`config.mk`:
```
export PLATFORM = sky130hd
export DESIGN_NAME = msx_audio_mixer
export DESIGN_NICKNAME = d
export VERILOG_FILES = /design/src/rtl/msx_audio_mixer.sv
export SDC_FILE = /design/constraint.sdc
export NUM_CORES = 1
export LEC_CHECK = 0
export BUFFER_PORTS_ARGS = -buffer_cell sky130_fd_sc_hd__buf_4
export CORE_MARGIN = 5
export CORE_UTILIZATION = 35
export CTS_BUF_LIST = sky130_fd_sc_hd__clkbuf_16
export DETAILED_ROUTE_END_ITERATION = 16
export HOLD_SLACK_MARGIN = 0.15
export MAX_ROUTING_LAYER = met4
export PLACE_DENSITY = 0.58
export SYNTH_ARGS = -nofsm -noshare
export SYNTH_HDL_FRONTEND = slang
export SYNTH_SLANG_ARGS = --single-unit
```
`constraint.sdc`:
```
create_clock -name clk -period 9.4 [get_ports clk]
set_input_delay 1.88 -clock clk [delete_from_list [all_inputs] [get_ports clk]]
set_output_delay 1.88 -clock clk [all_outputs]
set_load 0.02 [all_outputs]
```
`src/rtl/msx_audio_mixer.sv`:
```
// msx_audio_mixer
// Captures PSG, SCC, OPLL and key-click levels on a sample strobe, scales each
// by a 4-bit gain (8 = unity) and sums them with one shared multiplier over
// four cycles. The 20-bit sum is clamped to a signed 16-bit output sample.
//
// Handshake: clk_en is a single-cycle request with no back-pressure. It is
// accepted only in IDLE or DONE. In M0..M3 it is discarded and sets the sticky
// dropped flag. audio_valid is a one-cycle pulse, with no ready, and it is
// asserted on the edge that updates audio_out. audio_out holds between pulses.
module msx_audio_mixer (
  input  logic        clk,
  input  logic        reset,
  input  logic        clk_en,
  input  logic [9:0]  psg_wave,
  input  logic [15:0] scc_wave,
  input  logic [15:0] opll_wave,
  input  logic        click,
  input  logic        mute,
  input  logic [3:0]  gain_psg,
  input  logic [3:0]  gain_scc,
  input  logic [3:0]  gain_opll,
  input  logic [3:0]  gain_click,
  output logic [15:0] audio_out,
  output logic        audio_valid,
  output logic        dropped,
  output logic [2:0]  o_dbg_state
);

  typedef enum logic [2:0] {
    S_IDLE = 3'd0,
    S_M0   = 3'd1,
    S_M1   = 3'd2,
    S_M2   = 3'd3,
    S_M3   = 3'd4,
    S_DONE = 3'd5
  } state_t;

  localparam logic signed [19:0] SAT_MAX = 20'sd32767;
  localparam logic signed [19:0] SAT_MIN = -20'sd32768;
  localparam logic signed [15:0] PSG_OFFSET = 16'sd16384;
  localparam logic signed [15:0] CLICK_LEVEL = 16'sd4096;

  state_t r_state;
  state_t w_state_next;

  // Latched copy of one sample's inputs, stable for the whole MAC sequence.
  logic [9:0]  r_psg;
  logic [15:0] r_scc;
  logic [15:0] r_opll;
  logic        r_click;
  logic        r_mute;
  logic [3:0]  r_gain_psg;
  logic [3:0]  r_gain_scc;
  logic [3:0]  r_gain_opll;
  logic [3:0]  r_gain_click;

  logic signed [19:0] r_acc;
  logic [15:0]        r_audio_out;
  logic               r_audio_valid;
  logic               r_dropped;

  logic               w_accept;
  logic               w_busy;
  logic signed [15:0] w_psg_s;
  logic signed [15:0] w_click_s;
  logic signed [15:0] w_sample;
  logic [3:0]         w_gain;
  logic signed [19:0] w_sample_ext;
  logic signed [19:0] w_gain_ext;
  logic signed [19:0] w_product;
  logic signed [19:0] w_term;
  logic [15:0]        w_sat;

  assign w_busy   = (r_state == S_M0) || (r_state == S_M1) ||
                    (r_state == S_M2) || (r_state == S_M3);
  assign w_accept = clk_en && ((r_state == S_IDLE) || (r_state == S_DONE));

  // Source conversion: PSG is unsigned and gets re-centred around zero.
  assign w_psg_s   = $signed({1'b0, r_psg, 5'b0}) - PSG_OFFSET;
  assign w_click_s = r_click ? CLICK_LEVEL : 16'sd0;

  // State register.
  always_ff @(posedge clk) begin
    if (reset) begin
      r_state <= S_IDLE;
    end else begin
      r_state <= w_state_next;
    end
  end

  // Next-state logic: fixed four-step walk, re-entering M0 straight from DONE
  // when a new strobe is already waiting.
  always_comb begin
    w_state_next = r_state;
    case (r_state)
      S_IDLE:  w_state_next = clk_en ? S_M0 : S_IDLE;
      S_M0:    w_state_next = S_M1;
      S_M1:    w_state_next = S_M2;
      S_M2:    w_state_next = S_M3;
      S_M3:    w_state_next = S_DONE;
      S_DONE:  w_state_next = clk_en ? S_M0 : S_IDLE;
      default: w_state_next = S_IDLE;
    endcase
  end

  // Operand mux feeding the shared multiplier, one source per MAC state.
  always_comb begin
    w_sample = 16'sd0;
    w_gain   = 4'd0;
    case (r_state)
      S_M0: begin
        w_sample = w_psg_s;
        w_gain   = r_gain_psg;
      end
      S_M1: begin
        w_sample = $signed(r_scc);
        w_gain   = r_gain_scc;
      end
      S_M2: begin
        w_sample = $signed(r_opll);
        w_gain   = r_gain_opll;
      end
      S_M3: begin
        w_sample = w_click_s;
        w_gain   = r_gain_click;
      end
      default: begin
        w_sample = 16'sd0;
        w_gain   = 4'd0;
      end
    endcase
  end

  // |sample * gain| <= 32768 * 15 < 2^19, so a 20-bit signed product is exact.
  assign w_sample_ext = {{4{w_sample[15]}}, w_sample};
  assign w_gain_ext   = $signed({16'b0, w_gain});
  assign w_product    = w_sample_ext * w_gain_ext;
  // Arithmetic shift floors toward minus infinity (-1 * 1 >>> 3 = -1).
  assign w_term       = w_product >>> 3;

  // Clamp the accumulated sum into the signed 16-bit output range.
  always_comb begin
    w_sat = r_acc[15:0];
    if (r_acc > SAT_MAX) begin
      w_sat = 16'h7FFF;
    end else if (r_acc < SAT_MIN) begin
      w_sat = 16'h8000;
    end
  end

  // Input capture: only an accepted strobe updates the latched sample set.
  always_ff @(posedge clk) begin
    if (reset) begin
      r_psg        <= '0;
      r_scc        <= '0;
      r_opll       <= '0;
      r_click      <= 1'b0;
      r_mute       <= 1'b0;
      r_gain_psg   <= '0;
      r_gain_scc   <= '0;
      r_gain_opll  <= '0;
      r_gain_click <= '0;
    end else if (w_accept) begin
      r_psg        <= psg_wave;
      r_scc        <= scc_wave;
      r_opll       <= opll_wave;
      r_click      <= click;
      r_mute       <= mute;
      r_gain_psg   <= gain_psg;
      r_gain_scc   <= gain_scc;
      r_gain_opll  <= gain_opll;
      r_gain_click <= gain_click;
    end
  end

  // Accumulator: cleared on accept, one scaled term added per MAC state.
  // Four terms of at most 61440 each cannot overflow 20 bits.
  always_ff @(posedge clk) begin
    if (reset) begin
      r_acc <= '0;
    end else if (w_accept) begin
      r_acc <= '0;
    end else if (w_busy) begin
      r_acc <= r_acc + w_term;
    end
  end

  // Output stage: publish the clamped (or muted) sum for one cycle in DONE.
  always_ff @(posedge clk) begin
    if (reset) begin
      r_audio_out   <= '0;
      r_audio_valid <= 1'b0;
    end else if (r_state == S_DONE) begin
      r_audio_out   <= r_mute ? 16'h0000 : w_sat;
      r_audio_valid <= 1'b1;
    end else begin
      r_audio_valid <= 1'b0;
    end
  end

  // Sticky drop flag: any strobe arriving mid-sequence is lost.
  always_ff @(posedge clk) begin
    if (reset) begin
      r_dropped <= 1'b0;
    end else if (clk_en && w_busy) begin
      r_dropped <= 1'b1;
    end
  end

  assign audio_out   = r_audio_out;
  assign audio_valid = r_audio_valid;
  assign dropped     = r_dropped;
  assign o_dbg_state = r_state;

endmodule

```
==> PnR_summary.wiki <==
{| class="wikitable"
! Metric !! Value
|-
| Run status || completed
|-
| Worst Setup Path Type || flip-flop to flip-flop
|-
| Kind of end point of the critical path || flip-flop
|-
| First-pass GRT wire length || 29400 microns
|-
| Combinational power share || 15.6%
|-
| Starting DRC count in detailed routing || 307
|-
| Number of flops mapped to enable cells by yosys || 0
|-
| Syn_nets || 1080
|-
| Unrepaired setup endpoints after global routing || no
|-
| Worst hold stages || 2
|-
| Relative slew slack || 33.9%
|-
| Most common cell on crit path || sky130_fd_sc_hd__a21oi_1
|-
| Number of cells on the worst reg-to-reg path || 31
|-
| Number of failing hold endpoints at the final stage || 0
|-
| CTS sink cnt || 101
|-
| Worst r2r dst || r_acc[19]
|-
| Clock tree root driver cell || sky130_fd_sc_hd__clkbuf_16
|-
| Final critical delay including setup and external delays || 7.59 ns
|-
| Placed wire-length estimate after detailed placement || 13500 microns
|-
| Endpoint, Worst Hold || audio_out[10]
|-
| Register area share after synthesis || 28.2%
|-
| Async S/R FF share, synth || 0%
|-
| Total power || 1.02 mW
|-
| Layout Cell Area excl Fill || 8340 sq um
|-
| Number of placed instances, taps included || 1245
|-
| Slew at the pin closest to its max-slew limit || 0.990 ns
|-
| Height of the die || 153 microns
|-
| Share of the synthesized netlist area taken by xor and xnor gates || 4.28%
|-
| I/O pin cnt || 84
|-
| Count of input and output buffers || 83
|-
| Post-cts gate resize count || 0
|-
| Peak Freq || 132 MHz
|-
| Average size of a mapped cell || 7.72 sq um
|-
| Worst-skew pair later-pin latency || 0.36 ns
|-
| Synthesized-area fraction occupied by ao, oa, aoi and oai cells || 18.7%
|-
| Global router's overall resource usage || 15.4%
|-
| Floorplan core area || 20200 sq um
|-
| Reg-to-reg startpoint || o_dbg_state[0]
|-
| Combined area of all synthesized cells || 7170 sq um
|-
| # Post-CTS Setup Buffers || 0
|-
| Reported leakage power || 3.72 nW
|-
| Final GP Congestion || 0.838
|-
| Overall via count from detail_route || 6065
|-
| Maximum ir drop on the vdd rail || 113 uV
|-
| Placed standard-cell area || 8040 sq um
|-
| Signal arrival time at the worst endpoint || 7.85 ns
|-
| Horizontal die dimension || 153 microns
|-
| Share of total power in the clock network || 38.7%
|-
| Highest-delay cell along the critical path || sky130_fd_sc_hd__fa_1
|-
| Switching power as a share of total power || 27.0%
|-
| Data required time of the critical path || 9.66 ns
|-
| Total iterations of the first detailed-routing run || 4
|-
| Internal power summed over all cells || 743 uW
|-
| Pre-CTS worst setup slack || 1.90 ns
|-
| Post-route ant nets || 0
|-
| Detailed-route wire length || 17300 microns
|-
| Critical hold path startpoint || audio_out[10]
|-
| Effective utilization at floorplan || 35.5%
|-
| Number of library cell types mapped by synthesis || 54
|-
| Fraction of the mapped netlist area in simple logic gates || 20.5%
|-
| Mean number of vias per cell || 4.82
|-
| WL per Instance || 13.8 microns
|-
| Max clock buf depth || 2
|-
| Slack of the worst reg-to-reg path || 1.81 ns
|-
| Register clock-pin slew on the reported worst setup and hold paths || 0.07 ns
|-
| Maximum number of pins on one net before global-route repair || 82
|-
| Sequential share of power || 45.7%
|-
| Layout Skew || 0.00915 ns
|-
| Hold Buf Count CTS || 0
|-
| Primary flip-flop cell chosen by synthesis mapping || sky130_fd_sc_hd__dfxtp_1
|-
| Maximum fanout along the worst path || 21
|-
| Synthesis-to-finish area growth || 16.4%
|-
| Number of max-cap violations || 0
|-
| Diode insertion count for antenna repair || 0
|-
| Fraction of the mapped netlist area in adder cells || 19.0%
|-
| Final period utilization || 80.8%
|-
| Number of nets at the end of the flow || 1138
|-
| Synthesized instance count || 928
|-
| Number of buffers created by CTS || 9
|-
| Smallest hold slack || 0.450 ns
|-
| Main combinational cell family by area after synthesis || simple AND/OR/NAND/NOR gates
|-
| Fraction of final layout cells sized beyond drive strength 1 || 14.5%
|-
| Clock tree from TritonCTS || yes
|-
| Post-Route Setup TNS || 0 ns
|-
| Yosys synthesis warning count || 0
|-
| Clock H-tree levels || 3
|-
| Largest incremental delay on the critical path || 0.54 ns
|-
| Worst setup margin || 1.81 ns
|-
| Class of the most critical hold timing path || flip-flop to flip-flop
|-
| Site row count || 52
|-
| Final Setup Violations || 0
|-
| Die footprint || 23400 sq um
|-
| DRC violations left || 0
|-
| Mux contribution to synthesized area || 2.86%
|-
| Overflow after GRT || 0
|-
| Core utilization of the finished layout || 41.4%
|-
| Final instance count without filler cells || 1259
|-
| Kind of start point of the critical path || flip-flop
|-
| Final count of pins violating max slew || 0
|-
| Flip-flop and latch count after synthesis || 101
|-
| Power density over the cells || 122 nW/um^2
|-
| Net switching power figure || 275 uW
|-
| Vias in the first global route || 5994
|-
| Antenna violations before repair || 0
|}
## flip-flops by register name (all words and copies together) (netlist names)
signal / count
r_gain_click: 4
r_scc: 16
r_gain_opll: 4
r_gain_psg: 4
audio_out: 16
r_psg: 10
dropped: 1
r_acc: 20
audio_valid: 1
r_gain_scc: 4
r_opll: 16
r_mute: 1
r_click: 1
o_dbg_state: 3
## routing by layer
metal / wire length (microns) / track usage, % / vias to the layer above
met5: 0 / - / -
met2: 8050 / 24.6 / 115
li1: - / - / 3206
met1: 8360 / 20.2 / 2725
met4: 242 / 3.86 / 0
met3: 663 / 2.97 / 19
## cells in the mapped netlist (3+ instances only)
| cell | number | area share [%] |
|---|---|---|
| sky130_fd_sc_hd__ha_1 | 56 | 9.8 |
| sky130_fd_sc_hd__mux2_2 | 16 | 2.5 |
| sky130_fd_sc_hd__a211oi_1 | 4 | 0.42 |
| sky130_fd_sc_hd__and4bb_2 | 3 | 0.52 |
| sky130_fd_sc_hd__nor3_1 | 5 | 0.35 |
| sky130_fd_sc_hd__and2_1 | 6 | 0.52 |
| sky130_fd_sc_hd__a22oi_1 | 13 | 1.4 |
| sky130_fd_sc_hd__xor2_1 | 10 | 1.2 |
| sky130_fd_sc_hd__buf_1 | 5 | 0.26 |
| sky130_fd_sc_hd__a2111oi_0 | 4 | 0.49 |
| sky130_fd_sc_hd__a21oi_1 | 122 | 8.5 |
| sky130_fd_sc_hd__a21o_1 | 12 | 1.3 |
| sky130_fd_sc_hd__nor2_1 | 76 | 4.0 |
| sky130_fd_sc_hd__inv_1 | 76 | 4.0 |
| sky130_fd_sc_hd__a211o_1 | 3 | 0.37 |
| sky130_fd_sc_hd__or2_2 | 10 | 0.87 |
| sky130_fd_sc_hd__xnor2_1 | 25 | 3.1 |
| sky130_fd_sc_hd__fa_1 | 33 | 9.2 |
| sky130_fd_sc_hd__o21bai_1 | 4 | 0.42 |
| sky130_fd_sc_hd__nor4_1 | 5 | 0.44 |
| sky130_fd_sc_hd__a31oi_1 | 4 | 0.35 |
| sky130_fd_sc_hd__nand2b_1 | 16 | 1.4 |
| sky130_fd_sc_hd__clkbuf_1 | 38 | 2.0 |
| sky130_fd_sc_hd__o21ai_0 | 30 | 2.1 |
| sky130_fd_sc_hd__o21ai_1 | 3 | 0.21 |
| sky130_fd_sc_hd__o21a_1 | 5 | 0.52 |
| sky130_fd_sc_hd__nand4_1 | 3 | 0.26 |
| sky130_fd_sc_hd__buf_2 | 3 | 0.21 |
| sky130_fd_sc_hd__nand2_1 | 196 | 10 |
| sky130_fd_sc_hd__dfxtp_1 | 101 | 28 |
| sky130_fd_sc_hd__nor2b_1 | 7 | 0.61 |
| sky130_fd_sc_hd__o211ai_1 | 4 | 0.42 |
| sky130_fd_sc_hd__or3_1 | 4 | 0.35 |
## power by group through the flow
stage	clock (mW)	sequential (mW)	combinational, mW
2_1_floorplan	0	0.469	0.109
3_3_place_gp	0	0.475	0.160
3_5_place_dp	0	0.475	0.161
4_1_cts	0.405	0.465	0.161
5_1_grt	0.419	0.468	0.179
6_report	0.394	0.465	0.159
## placed cells by master (no fill, tap or decap), types with 5 or more instances in the layout
| cell | Yosys | routed |
|---|---|---|
| sky130_fd_sc_hd__a21o_1 | 12 | 12 |
| sky130_fd_sc_hd__a21oi_1 | 122 | 122 |
| sky130_fd_sc_hd__a22oi_1 | 13 | 13 |
| sky130_fd_sc_hd__and2_1 | 6 | 6 |
| sky130_fd_sc_hd__buf_4 | 0 | 93 |
| sky130_fd_sc_hd__clkbuf_16 | 0 | 9 |
| sky130_fd_sc_hd__dfxtp_1 | 101 | 101 |
| sky130_fd_sc_hd__fa_1 | 33 | 33 |
| sky130_fd_sc_hd__ha_1 | 56 | 56 |
| sky130_fd_sc_hd__inv_1 | 76 | 77 |
| sky130_fd_sc_hd__mux2_2 | 16 | 16 |
| sky130_fd_sc_hd__nand2_1 | 196 | 196 |
| sky130_fd_sc_hd__nand2b_1 | 16 | 16 |
| sky130_fd_sc_hd__nor2_1 | 76 | 76 |
| sky130_fd_sc_hd__nor2b_1 | 7 | 7 |
| sky130_fd_sc_hd__nor3_1 | 5 | 5 |
| sky130_fd_sc_hd__nor4_1 | 5 | 5 |
| sky130_fd_sc_hd__o21a_1 | 5 | 5 |
| sky130_fd_sc_hd__o21ai_0 | 30 | 30 |
| sky130_fd_sc_hd__or2_2 | 10 | 10 |
| sky130_fd_sc_hd__xnor2_1 | 25 | 25 |
| sky130_fd_sc_hd__xor2_1 | 10 | 9 |
## cell type report
class	instances	area, sq um
Clock buffer	9	225
Clock inverter	5	78.8
Fill cell	2156	11800
Inverter	76	285
Multi-Input combinational cell	705	4690
Sequential cell	101	2020
Tap cell	270	338
Timing Repair Buffer	93	698
## logic make-up after synthesis
kind of cell	Yosys count
buf+inv	122
compound gates	223
simple gates	340
fa+ha+maj	89
flops	101
mux	18
xor+xnor	35
## worst max-delay path by stage
stage | start | end | slack (ns) | depth (start not counted)
floorplan | o_dbg_state[0] | r_acc[19] | 1.96 | 32
global placement | o_dbg_state[0] | r_acc[19] | 2.03 | 31
detailed placement | o_dbg_state[0] | r_acc[19] | 1.90 | 31
CTS | o_dbg_state[0] | r_acc[19] | 1.82 | 31
global route | o_dbg_state[0] | r_acc[19] | 1.16 | 31
finish | o_dbg_state[0] | r_acc[19] | 1.81 | 31
## worst max-delay path: cells and delay by family (launching register included)
family                   cells  cell delay, ns
XOR/XNOR                     1            0.13
AO/OA/AOI/OAI               14            2.51
buffers and inverters        4            0.64
adder cells (fa/ha/maj)      5            1.99
flip-flops                   1            0.49
multiplexers                 1            0.37
AND/OR/NAND/NOR              6            1.36
No activity file was read; power rests on OpenSTA's default activity.
